[config.mk]
export PLATFORM = sky130hd
export DESIGN_NAME = text_renderer
export DESIGN_NICKNAME = d
export VERILOG_FILES = /design/src/rtl/text_pkg.sv /design/src/rtl/text_renderer_sync_delay.sv /design/src/rtl/text_renderer.sv
export SDC_FILE = /design/constraint.sdc
export NUM_CORES = 1
export LEC_CHECK = 0
export BUFFER_PORTS_ARGS = -buffer_cell sky130_fd_sc_hd__buf_2
export CAP_MARGIN = 20
export CORE_MARGIN = 2
export CORE_UTILIZATION = 30
export CTS_CLUSTER_DIAMETER = 80
export CTS_CLUSTER_SIZE = 20
export DETAILED_ROUTE_END_ITERATION = 6
export PLACE_DENSITY = 0.62
export SLEW_MARGIN = 0
export SYNTH_ARGS = -nofsm -noshare
export SYNTH_HDL_FRONTEND = slang
export SYNTH_HIERARCHICAL = 1
export SYNTH_SLANG_ARGS = --single-unit
[constraint.sdc]
create_clock -name clk -period 3.7 [get_ports clk]
set_clock_uncertainty 0.05 [all_clocks]
set_input_delay 0.37 -clock clk [delete_from_list [all_inputs] [get_ports clk]]
set_output_delay 0.37 -clock clk [all_outputs]
set_load 0.01 [all_outputs]
[src/rtl/text_pkg.sv]
// Shared constants and types for the text-mode pixel pipeline.
package text_pkg;

   localparam int CELL_W            = 8;
   localparam int CELL_H            = 16;
   localparam int CURSOR_FIRST_LINE = 14;

   // CGA palette, entry 15 first so PALETTE[i] reads naturally.
   localparam logic [15:0][11:0] PALETTE = {
      12'hFFF, 12'hFF5, 12'hF5F, 12'hF55, 12'h5FF, 12'h5F5, 12'h55F, 12'h555,
      12'hAAA, 12'hA50, 12'hA0A, 12'hA00, 12'h0AA, 12'h0A0, 12'h00A, 12'h000
   };

   typedef struct packed {
      logic [3:0] bg;
      logic [3:0] fg;
   } attr_t;

endpackage

[src/rtl/text_renderer_sync_delay.sv]
// N-stage shift register with a per-bit reset value, used for syncs and side-band.
module sync_delay #(
   parameter int             W       = 1,
   parameter int             N       = 1,
   parameter logic [W-1:0]   RST_VAL = '0
) (
   input  logic         clk,
   input  logic         clr,
   input  logic [W-1:0] d_i,
   output logic [W-1:0] q_o
);

   logic [N-1:0][W-1:0] pipe_q;

   always_ff @(posedge clk) begin
      if (clr) begin
         pipe_q <= {N{RST_VAL}};
      end else begin
         pipe_q[0] <= d_i;
         for (int i = 1; i < N; i++) pipe_q[i] <= pipe_q[i-1];
      end
   end

   assign q_o = pipe_q[N-1];

endmodule

[src/rtl/text_renderer.sv]
// Text-mode pixel stage: cell fetch, glyph fetch, palette lookup and cursor overlay,
// four clocks from pixel coordinates to rgb with syncs delayed to match.
module text_renderer
   import text_pkg::*;
#(
   parameter int COLS       = 100,
   parameter int ROWS       = 37,
   parameter int BLINK_BITS = 5
) (
   input  logic        clk,
   input  logic        clr,
   input  logic [9:0]  pixh,
   input  logic [9:0]  pixv,
   input  logic        de,
   input  logic        hsync_in,
   input  logic        vsync_in,
   input  logic        cursor_en,
   input  logic [6:0]  cursor_col,
   input  logic [5:0]  cursor_row,
   output logic [11:0] text_addr,
   input  logic [15:0] text_data,
   output logic [11:0] font_addr,
   input  logic [7:0]  font_data,
   output logic [11:0] rgb,
   output logic        hsync_out,
   output logic        vsync_out,
   output logic        de_out
);

   localparam int GXB = $clog2(CELL_W);
   localparam int GYB = $clog2(CELL_H);
   localparam logic [11:0]    COLS_W   = 12'(COLS);
   localparam logic [5:0]     ROWS_W   = 6'(ROWS);
   localparam logic [GYB-1:0] CUR_LINE = GYB'(CURSOR_FIRST_LINE);
   localparam logic [GXB-1:0] LAST_GX  = GXB'(CELL_W - 1);

   typedef struct packed {
      logic [GXB-1:0] gx;
      logic [GYB-1:0] gy;
      logic           cur;
      logic           margin;
   } side_t;

   logic [6:0]     col;
   logic [5:0]     row;
   side_t          sb_in, sb_s0;
   logic [GXB-1:0] gx_s2;
   logic           cur_s2, margin_s2;
   logic [2:0]     sync_s2;

   logic [11:0]           text_addr_d, text_addr_q, font_addr_q, rgb_d, rgb_q;
   attr_t                 attr1_q, attr2_q;
   logic [7:0]            glyph_q;
   logic                  hs_q, vs_q, de_q, vs_prev_q, vs_fall, pix_on;
   logic [BLINK_BITS-1:0] blink_d, blink_q;

   assign col = pixh[9:GXB];
   assign row = pixv[9:GYB];

   always_comb begin
      sb_in        = '0;
      sb_in.gx     = pixh[GXB-1:0];
      sb_in.gy     = pixv[GYB-1:0];
      sb_in.cur    = cursor_en && (col == cursor_col) && (row == cursor_row) &&
                     (pixv[GYB-1:0] >= CUR_LINE);
      sb_in.margin = (row >= ROWS_W);
      text_addr_d  = 12'(row) * COLS_W + 12'(col);
   end

   // gy is consumed at S1 for the font address; the rest rides on to S3.
   sync_delay #(.W($bits(side_t)), .N(1)) u_side_s0 (
      .clk (clk),
      .clr (clr),
      .d_i (sb_in),
      .q_o (sb_s0)
   );

   sync_delay #(.W(GXB + 2), .N(2)) u_side_s2 (
      .clk (clk),
      .clr (clr),
      .d_i ({sb_s0.gx, sb_s0.cur, sb_s0.margin}),
      .q_o ({gx_s2, cur_s2, margin_s2})
   );

   sync_delay #(.W(3), .N(3), .RST_VAL(3'b110)) u_sync (
      .clk (clk),
      .clr (clr),
      .d_i ({hsync_in, vsync_in, de}),
      .q_o (sync_s2)
   );

   assign vs_fall = vs_prev_q && !vsync_in;

   always_comb begin
      blink_d = blink_q;
      if (vs_fall) blink_d = blink_q + BLINK_BITS'(1);
      pix_on = glyph_q[LAST_GX - gx_s2];
      rgb_d  = '0;
      if (sync_s2[0] && !margin_s2) begin
         rgb_d = (pix_on || (cur_s2 && !blink_q[BLINK_BITS-1])) ?
                 PALETTE[attr2_q.fg] : PALETTE[attr2_q.bg];
      end
   end

   always_ff @(posedge clk) begin
      if (clr) begin
         text_addr_q <= '0;
         font_addr_q <= '0;
         attr1_q     <= '0;
         attr2_q     <= '0;
         glyph_q     <= '0;
         rgb_q       <= '0;
         hs_q        <= 1'b1;
         vs_q        <= 1'b1;
         de_q        <= 1'b0;
         blink_q     <= '0;
      end else begin
         text_addr_q <= text_addr_d;
         font_addr_q <= {text_data[7:0], sb_s0.gy};
         attr1_q     <= attr_t'(text_data[15:8]);
         attr2_q     <= attr1_q;
         glyph_q     <= font_data;
         rgb_q       <= rgb_d;
         {hs_q, vs_q, de_q} <= sync_s2;
         blink_q     <= blink_d;
      end
   end

   // Edge history keeps tracking through reset so release never fakes a fall.
   always_ff @(posedge clk) vs_prev_q <= vsync_in;

   assign text_addr = text_addr_q;
   assign font_addr = font_addr_q;
   assign rgb       = rgb_q;
   assign hsync_out = hs_q;
   assign vsync_out = vs_q;
   assign de_out    = de_q;

endmodule
# Word level (Yosys, flattened, before mapping)
# Memory sizes are Yosys's and may differ from the RTL's. A register that Yosys moved wholly into a read port is not among the register bits.
# Cells that the tools add are included.
[word_totals]
reg_bits = 97
output_inout_bits = 39
romBits = 384
latchBits = 0
ramBits = 0
elab_cells = 51
mem_count = 2
input_bits = 63
[op_classes]
reduce_logical = 11
n_bitwise = 1
shift = 0
n_div = 0
mux = 7
multipliers = 1
eq_ne = 2
magnitude_cmp = 5
n_addsub = 3
[memory_table]
columns = ["name", "words", "width", "rd", "rd_ports_with_merged_regs", "write_ports", "line", "rtl"]
rows = [
  ["(no name shown)", 16, 12, 1, 1, 0, "text_renderer.sv:101", "PALETTE[attr2_q.fg] : PALETTE[attr2_q.bg];"],
  ["(no name shown)", 16, 12, 1, 1, 0, "text_renderer.sv:101", ""],
]
[op_table]
columns = ["operator", "count"]
rows = [
  ["$mux W12", 3],
  ["$add A12 B7 Y12", 1],
  ["$lt A4 B5 Y1 const B", 2],
  ["$mul A6 B5 Y10 const B", 1],
  ["$mux W4", 2],
  ["$eq A7 B7 Y1", 1],
  ["$eq A6 B6 Y1", 1],
  ["$ge A6 B6 Y1 const B", 1],
  ["$logic_and A1 B1 Y1", 6],
  ["$add A5 B1 Y5 const B", 1],
  ["$ge A4 B4 Y1 const B", 1],
  ["$lt A3 B4 Y1 const B", 1],
  ["$bmux W1 S3", 1],
  ["$logic_not A1 Y1", 3],
  ["$sub A3 B3 Y3 const A", 1],
  ["$reduce_or A2 Y1", 1],
  ["$logic_or A1 B1 Y1", 1],
  ["$mux W1", 1],
  ["$not A1 Y1", 1],
]

# Depth between registers and ports, before layout
# Gate-level depths: netlist of the first run.
[logic_depth]
word_depth = 5
mapped_depth = 12
ltp_nobuf = 12

# Modules after synthesis
# Netlist of the first run, hierarchy kept.
[modules_own_cells]
columns = ["module", "n_inst", "seq_area_each_um2", "area_each_um2", "cells_each"]
rows = [
  ["text_renderer", 1, 1281.2, 2829.0, 273],
  ["sync_delay (u_side_s2)", 1, 200.2, 300.3, 25],
  ["sync_delay (u_sync)", 1, 180.2, 259.0, 21],
  ["sync_delay (u_side_s0)", 1, 180.2, 236.5, 18],
]

# Worst setup path after synthesis of the first run
# Ideal clock, no wire load.
[synth_path]
path_kind = "input-to-reg"
startpoint = "in pixv[5]"
endpoint = "reg text_addr_q[11], in the netlist text_addr[11]"
t_required_ns = 3.579
setup_time_ns = 0.071
cell_stages = 11
slack_ns = 0.874
path_buffers = 0
t_arrival_ns = 2.706
cell_sequence = "ha_1 ha_1 ha_1 inv_1 fa_1 nand2b_1 a21oi_1 xor2_1 nand3_1 or3_1 a21oi_1"
[synth_between]
elab_chain_len = 2
[synth_rtl]
columns = ["element", "line", "rtl"]
rows = [
  ["start, declared", "text_renderer.sv:13", "input logic [9:0] pixv,"],
  ["$mul A6 B5 Y10", "text_renderer.sv:67", "text_addr_d = 12'(row) * COLS_W + 12'(col);"],
  ["$add A12 B7 Y12", "text_renderer.sv:67", ""],
  ["end signal, assigned", "text_renderer.sv:118", "text_addr_q <= text_addr_d;"],
  ["end, declared", "text_renderer.sv:51", "logic [11:0] text_addr_d, text_addr_q, font_addr_q, rgb_d, rgb_q;"],
]
# Every way passes these cells.
# A chain may end at the register's enable or synchronous reset.

# Worst setup path after layout of the first run
# Ends and elaborated chain as after synthesis.

==> out/results.ini, run 1 <==
[yosys]
avgSynthCellArea_sq_um = 10.8
synth_compound_area_share_pct = 4.00
syn_nets = 432
yosys.area_share.simple_pct = 18.3
syn_inst = 337
yosysMostFrequentCell = dfxtp_1
syn_area_sq_um = 3620
synthAdderAreaFrac_pct = 11.5
ys_seq_area_share_pct = 50.8
synthTopCellsByCount = 92 x dfxtp_1, 63 x nor2b_1, 30 x ha_1
ys_ff_latch = 92
yosys.area.top_type_share_pct = 50.8
muxShareOfSynthArea_pct = 3.18
ys_types = 36
synth-xor-area-share_pct = 6.73
synth_top_family_by_area = simple AND/OR/NAND/NOR gates
yosys_warnings = 6
synth_area_leaders = dfxtp_1 51%, nor2b_1 11%, ha_1 10%
synthFlopType = dfxtp_1
async_flop_share_pct = 0
synth_enable_flop_cells = 0
synth_top_area_cell = dfxtp_1

[timing]
setup_viol = 0
worst_slew_pin_slew_ns = 1.02
rsz0062_at_grt = no
whs_ns = 0.123
slew-limit-headroom_pct = 32.3
min_period_over_period_pct = 75.9
fin_crit_ns = 2.81
drv_slew = 0
setup_tns_ns = 0
fmax_ghz = 0.356
final_hold_viol_count = 0

[drt]
drt-total-wl_um = 6450
highest_layer = met4
antenna_left = 0
vias = 2445
wl_met3_um = 357
m1WireLength_um = 2840
first_iter_violations = 138
dr.pass1.iters = 4
met2_length_um = 3200
vias_per_cell = 4.20
wl_per_cell_um = 11.1
drc = 0

[floorplan]
start_util_pct = 30.4
die_h_um = 114
die_x_um = 114
core_area_sq_um = 11900
rows = 40
io-pin-count = 102
die-area_sq_um = 13000

[cells_and_area]
final_core_util_pct = 38.3
nets = 524
drive_above_1_share_pct = 29.0
n_fill_cell = 1174
area_growth_pct = 25.9
fin_area_sq_um = 4560

[power_and_ir_drop]
vdd_drop_max_v = 0.000207
p_leak_nw = 2.10
power.total_mw = 2.51
power_density_nw_per_um2 = 551

[setup_path]
cp_max_fo = 5
crit_arrival_ns = 3.01
path_class = input pin to flop
end_kind = flop
required_ns = 3.90
start_kind = input pin

[clock_network]
post_cts_buffers = 0
clock_latency_ns = 0.33
clock_sinks = 92
ctsResizeCount = 0
cts_root_buf = clkbuf_16
cts_tree = built
clk_pin_slew_ns = 0.06
ctsHoldBuffers = 0
h-tree-depth = 3
numCtsBuffers = 9
cts.path.max_buffers = 2

[global_route]
overflow = 0
grt_usage_pct = 10.7
grt_max_degree = 60
first_global_vias = 2467
grt_pass1_wl_um = 11000
antenna_found_initial = 1

[placed_design]
dpl_cell_area_sq_um = 4190
dp_hpwl_um = 4980
place_congestion = 0.735
portBuffers = 101

[min_path]
worst_hold_path_type = input pin to flop

[outcome]
status = finished, final reports clean

[run]
maxCapViolations = 0

per-stage QoR:
stage / cells / setup slack (ns)
floorplan: 337 / 0.874
global placement: 565 / 0.597
detailed placement: 565 / 0.541
CTS: 581 / 0.885
global route: 581 / 0.675
finish: 582 / 0.893
routing by layer:
| metal | up-vias | track usage, % |
|---|---|---|
| met3 | 7 | 3.67 |
| li1 | 1258 | - |
| met2 | 68 | 18.8 |
| met5 | - | 0 |
| met4 | 0 | 3.41 |
| met1 | 1112 | 12.3 |
power breakdown:
group          leakage, nW  switching (mW)  internal (mW)  total [mW]
registers            0.759          0.0167           1.05        1.07
clock network        0.183           0.358          0.747        1.11
logic                 1.15           0.178          0.163       0.341
total                 2.10           0.553           1.96        2.51
worst paths after layout:
kind                                  startpoint          endpoint  slack, ns  cells past startpoint
worst min register to register  u_sync/pipe_q[1]  u_sync/pipe_q[4]       0.35                      1
worst max-delay path                     pixv[5]     text_addr[11]       0.89                     12
worst min-delay path                    vsync_in         vs_prev_q       0.12                      1
worst max register to register  u_side_s2/q_o[2]            rgb[3]       2.00                      5
worst max-delay path, cell delays in order:
cell      delay, ns
buf_2          0.14
ha_1           0.30
ha_1           0.31
ha_1           0.30
inv_1          0.06
fa_1           0.44
nand2b_1       0.17
a21oi_1        0.16
xor2_1         0.23
nand3_1        0.10
or3_1          0.31
a21oi_1        0.11
cell type report:
class	count	area (sq um)	share of cell area, %
Timing Repair Buffer	102	513	11.2
Tap cell	147	184	4.03
Multi-Input combinational cell	207	1580	34.7
Inverter	17	63.8	1.40
Sequential cell	92	1840	40.4
Clock inverter	6	134	2.93
Clock buffer	10	239	5.24
Antenna cell	1	2.50	0.0549
cell families (layout without fill, tap and decap cells):
group,after synthesis,count (layout)
buffers and inverters,38,135
adder cells (fa/ha/maj),32,32
other,0,1
flip-flops,92,92
AO/OA/AOI/OAI,22,22
multiplexers,9,9
XOR/XNOR,27,27
AND/OR/NAND/NOR,117,117
cells in the final DEF, fill, tap and decap left out, types with 2 or more instances in the layout:
cell type	instances
ha_1	30
nor2b_1	63
nand2b_1	2
clkbuf_16	9
dfxtp_1	92
nor2_1	24
or2_2	2
o21bai_1	2
a211oi_1	2
mux4_2	2
xor2_1	16
a21o_1	2
o21ai_0	4
bufinv_16	4
a31oi_1	2
buf_2	101
or2_1	6
o21ai_1	2
a21oi_1	4
xnor2_1	10
nor3_1	3
nand2_1	3
mux2i_1	7
nor3b_1	4
fa_1	2
nor4_1	3
nand4_1	4
inv_1	17
No activity file was read; power rests on OpenSTA's default activity.
==> run 2: changes to the inputs <==
==> constraint.sdc (replaced) <==
create_clock -name clk -period 2.72 [get_ports clk]
set_clock_uncertainty 0.05 [all_clocks]
set_input_delay 0.272 -clock clk [delete_from_list [all_inputs] [get_ports clk]]
set_output_delay 0.272 -clock clk [all_outputs]
set_load 0.01 [all_outputs]
==> run 2 against run 1 <==
Via count is 2.3% higher. Non-clock buffer count grew 18. Setup slack got worse by 0.71 ns. Combinational power grew 66%. Design area rose by 2.9%. Hold slack got worse by 0.099 ns. Sequential power grew 36%. Routed wire length grew 5.8%. Power grew 27%. Final cell count is 2.7% higher. Critical path type unchanged.
==> out/results.ini, run 2 (synthesized netlist as in run 1, its figures left out) <==
[clock_network]
clock_latency_ns = 0.33
clock_sinks = 92
cts_tree = built
h-tree-depth = 3
cts.path.max_buffers = 2
ctsHoldBuffers = 0
clk_pin_slew_ns = 0.06
numCtsBuffers = 9
cts_root_buf = clkbuf_16

[global_route]
antenna_found_initial = 1
overflow = 0
first_global_vias = 2472
grt_usage_pct = 10.9
grt_pass1_wl_um = 11000
grt_max_degree = 49

[timing]
drv_slew = 0
fin_crit_ns = 2.53
finalWorstSetupSlack_ns = 0.187
rsz0062_at_grt = no
worst_slew_pin_slew_ns = 0.618
setup_viol = 0
min_period_over_period_pct = 93.1
fmax_ghz = 0.395
setup_tns_ns = 0
final_hold_viol_count = 0
slew-limit-headroom_pct = 58.8
whs_ns = 0.0236

[min_path]
worst_hold_path_type = input pin to flop

[power_and_ir_drop]
p_seq_share_pct = 45.4
swShare_pct = 24.0
p_int_mw = 2.43
p_leak_nw = 2.15
clockPowerShare_pct = 37.0
power_frac_comb_pct = 17.7
p_sw_mw = 0.769
power_density_nw_per_um2 = 681
vdd_drop_max_v = 0.000252

[placed_design]
place_ws_ns = -0.241
portBuffers = 101
dpl.cell_count = 581
dp_hpwl_um = 5260
place_congestion = 0.823

[drt]
drc = 0
wl_per_cell_um = 11.4
dr.pass1.iters = 4
first_iter_violations = 75
vias_per_cell = 4.18
drt-total-wl_um = 6830
vias = 2501
antenna_left = 0

[cells_and_area]
final_common_cell = buf_2
stdcell_count = 598
final_core_util_pct = 39.4
n_fill_cell = 1187
nets = 542
area_growth_pct = 29.5
mostFrequentLayoutCells = 101 x buf_2, 92 x dfxtp_1, 63 x nor2b_1
drive_above_1_share_pct = 33.8

[setup_path]
critPathMaxStageDelay_ns = 0.37
path_class = input pin to flop
end_kind = flop
cp_common_cell = ha_1
worstPathCellList = buf_2 -> buf_4 -> ha_1 -> inv_1 -> ha_1 -> ha_1 -> ha_4 -> nand2b_4 -> a21oi_2 -> xor2_1 -> nand3_1 -> or3_1 -> a21oi_2
cp_max_fo = 4
required_ns = 2.94
crit_arrival_ns = 2.75
cp_slowest_cell = or3_1
start_kind = input pin

[floorplan]
start_util_pct = 30.4
rows = 40
core_area_sq_um = 11900
io-pin-count = 102
die_h_um = 114
die_x_um = 114
die-area_sq_um = 13000

[run]
maxCapViolations = 0

[outcome]
status = finished, final reports clean

-- run 2: timing repair --
action	CTS	global route
resized for setup	0	11
endpoints found under the setup margin	0	1
setup buffers	0	2
-- run 2: path summary, 6_finish.rpt --
check	end	depth (start not counted)	slack, ns	from
max	text_addr[11]	13	0.19	pixv[6]
min	vs_prev_q	1	0.02	vsync_in
max reg2reg	rgb[3]	5	1.01	u_side_s2/q_o[2]
min reg2reg	u_sync/pipe_q[4]	1	0.36	u_sync/pipe_q[1]
-- run 2: worst max-delay path: cells and delay by family --
kind	cells	cell delay, ns
and+or+nand+nor	3	0.54
adders and majority gates	4	1.20
xor gates and xnor gates	1	0.19
AOI/OAI and AO/OA	2	0.26
buffers and inverters	3	0.30
-- run 2: power groups by stage --
stage | Sequential, mW | Combinational (mW) | Clock, mW
floorplan | 1.50 | 0.288 | 0
global placement | 1.48 | 0.522 | 0
detailed placement | 1.48 | 0.531 | 0
CTS | 1.45 | 0.533 | 1.23
global route | 1.46 | 0.632 | 1.29
finish | 1.45 | 0.565 | 1.18
-- run 2: per-layer routing --
metal	up-vias	global-route usage, %	share of wire, %
met3	11	3.77	5.9
met1	1128	11.8	43
li1	1293	-	-
met2	69	19.1	50
met4	0	5.04	1.7
met5	-	0	0
-- run 2: cell type report --
class                           count  area (sq um)  area share [%]
Antenna cell                        1          2.50          0.0533
Sequential cell                    92          1840            39.2
Timing Repair Buffer              120           648            13.8
Clock buffer                       10           229            4.88
Multi-Input combinational cell    207          1670            35.7
Tap cell                          147           184            3.92
Clock inverter                      4          52.6            1.12
Inverter                           17          63.8            1.36
-- run 2: stage by stage --
stage / total power, mW / instance area, sq um
6_report: 3.20 / 4700
5_1_grt: 3.38 / 4690
4_1_cts: 3.22 / 4590
3_5_place_dp: 2.01 / 4310
3_3_place_gp: 2.00 / 4310
2_1_floorplan: 1.79 / 3630
==> run 3: changes to the inputs <==
--- a/config.mk
+++ b/config.mk
@@ -7,7 +7,7 @@
 export LEC_CHECK = 0
 export BUFFER_PORTS_ARGS = -buffer_cell sky130_fd_sc_hd__buf_2
 export CAP_MARGIN = 20
-export CORE_MARGIN = 2
+export CORE_MARGIN = 1.5
 export CORE_UTILIZATION = 30
 export CTS_CLUSTER_DIAMETER = 80
 export CTS_CLUSTER_SIZE = 20
@@ -16,5 +16,4 @@
 export SLEW_MARGIN = 0
 export SYNTH_ARGS = -nofsm -noshare
 export SYNTH_HDL_FRONTEND = slang
-export SYNTH_HIERARCHICAL = 1
 export SYNTH_SLANG_ARGS = --single-unit
==> run 3 against run 2 <==
Synthesized cell count shrank 1.8%. Combinational power fell by 6.0%. Maximum frequency decreased by 2.5%. Via count decreased by 1.1%. Final cell count shrank 1.0%. The flow now finishes with violations (design-rule violations). Flip-flop and latch count did not move. Power rose by 0.80%. Hold slack better by 0.0030 ns. Largest power group unchanged.
==> out/results.ini, run 3 <==
[outcome]
status = finished, violations left
violations = design-rule violations

[floorplan]
core_area_sq_um = 11500
die_x_um = 112
io-pin-count = 102
die_h_um = 112
die-area_sq_um = 12600
start_util_pct = 31.1
rows = 39

[global_route]
grt_max_degree = 42
grt_pass1_wl_um = 10500
overflow = 0
grt_usage_pct = 10.7
antenna_found_initial = 0
first_global_vias = 2325

[yosys]
synth_area_leaders = dfxtp_1 51%, nor2b_1 11%, ha_1 10%
yosysMostFrequentCell = dfxtp_1
ys_ff_latch = 92
synthTopCellsByCount = 92 x dfxtp_1, 61 x nor2b_1, 30 x ha_1
async_flop_share_pct = 0
synth_enable_flop_cells = 0
synth_top_area_cell = dfxtp_1
syn_inst = 331
ys_types = 36
yosys.area.top_type_share_pct = 51.4
ys_seq_area_share_pct = 51.4
syn_nets = 426
synthFlopType = dfxtp_1
yosys_warnings = 0
syn_area_sq_um = 3580
avgSynthCellArea_sq_um = 10.8

[placed_design]
place_congestion = 0.791
dpl.cell_count = 575
dp_hpwl_um = 4990
portBuffers = 101

[power_and_ir_drop]
clockPowerShare_pct = 38.6
p_int_mw = 2.45
vdd_drop_max_v = 0.000287
p_sw_mw = 0.775
power_frac_comb_pct = 16.5
p_leak_nw = 2.13
power.total_mw = 3.22
p_seq_share_pct = 45.0
power_density_nw_per_um2 = 697
swShare_pct = 24.0

[timing]
fmax_ghz = 0.385
whs_ns = 0.0266
final_hold_viol_count = 0
worst_slew_pin_slew_ns = 0.491
slew-limit-headroom_pct = 67.3
setup_viol = 0
drv_slew = 0
fin_crit_ns = 2.60
min_period_over_period_pct = 95.6

[drt]
vias_per_cell = 4.18
vias = 2473
first_iter_violations = 82
wl_per_cell_um = 11.0
antenna_left = 0
drc = 8
dr.pass1.iters = 7
drt-total-wl_um = 6510

[cells_and_area]
final_common_cell = buf_2
n_fill_cell = 1136
stdcell_count = 592
seqCellArea_sq_um = 1840
final_core_util_pct = 40.2
nets = 539
mostFrequentLayoutCells = 101 x buf_2, 92 x dfxtp_1, 61 x nor2b_1
drive_above_1_share_pct = 33.2
multiInputGateArea_sq_um = 1610
area_growth_pct = 29.2
antenna_cells = 0

[min_path]
worst_hold_path_type = input pin to flop

[run]
maxCapViolations = 0

[clock_network]
clk_pin_slew_ns = 0.06
clock_sinks = 92
cts_tree = built
h-tree-depth = 3
cts.path.max_buffers = 2
cts_root_buf = clkbuf_16
numCtsBuffers = 9
clock_latency_ns = 0.33

[setup_path]
end_kind = flop
path_class = input pin to flop
required_ns = 2.93
start_kind = input pin
cp_max_fo = 4
crit_arrival_ns = 2.81

[run 3: critical path: stages]
cell      delay (ns)
buf_2           0.13
ha_1            0.29
ha_1            0.33
ha_4            0.28
inv_1           0.05
fa_1            0.45
nand2b_1        0.18
a21oi_2         0.13
xor2_1          0.18
nand3_1         0.09
or3_1           0.31
a21oi_1         0.12
[run 3: final timing paths]
check / from / end / slack (ns) / depth (start not counted)
max: pixv[5] / text_addr[11] / 0.12 / 12
min: vsync_in / vs_prev_q / 0.03 / 1
max reg2reg: u_side_s2.q_o[2] / rgb[3] / 1.03 / 5
min reg2reg: u_sync.pipe_q[1] / u_sync.pipe_q[4] / 0.36 / 1
[run 3: power by group through the flow]
stage	logic, mW	clock network, mW	registers, mW
2_1_floorplan	0.296	0	1.50
3_3_place_gp	0.514	0	1.48
3_5_place_dp	0.523	0	1.48
4_1_cts	0.526	1.29	1.45
5_1_grt	0.599	1.35	1.46
6_report	0.531	1.24	1.45
[run 3: metrics by stage]
step / instance area, sq um / worst slack (ns) / setup TNS, ns
CTS: 4610 / 0.100 / 0
detailed placement: 4310 / -0.247 / -0.428
global route: 4630 / -0.0103 / -0.0103
finish: 4630 / 0.121 / 0
floorplan: 3590 / 0.00754 / 0
global placement: 4310 / -0.209 / -0.292
[run 3: logic make-up (layout without fill, tap and decap cells)]
logic type	count (synthesis)	count (layout)	share of synthesized area, %
buffers and inverters	33	151	4.19
multiplexers	9	9	3.21
flip-flops	92	92	51.4
adder cells (fa/ha/maj)	32	32	11.6
AND/OR/NAND/NOR	116	116	18.3
XOR/XNOR	27	27	7.33
AO/OA/AOI/OAI	22	22	3.98
[run 3: final cells by class]
| type | instances | area share, % |
|---|---|---|
| multi-input cells | 206 | 34.7 |
| repair buffers | 118 | 13.7 |
| well taps | 143 | 3.87 |
| inverters | 17 | 1.38 |
| clock inverters | 4 | 1.22 |
| flip-flops and latches | 92 | 39.8 |
| clock buffers | 12 | 5.33 |
[run 3: metal layers]
metal | vias up | global-route usage (%) | share of wire [%]
met1 | 1108 | 12.1 | 45
li1 | 1289 | - | -
met4 | 0 | 4.56 | 1.5
met5 | - | 0 | 0
met2 | 70 | 18.8 | 48
met3 | 6 | 3.40 | 5.8
[run 3: timing repair]
item,4_1_cts,5_1_grt
setup endpoints to repair,0,1
hold buffers,0,0
setup buffers,0,1
gates resized for setup,0,1
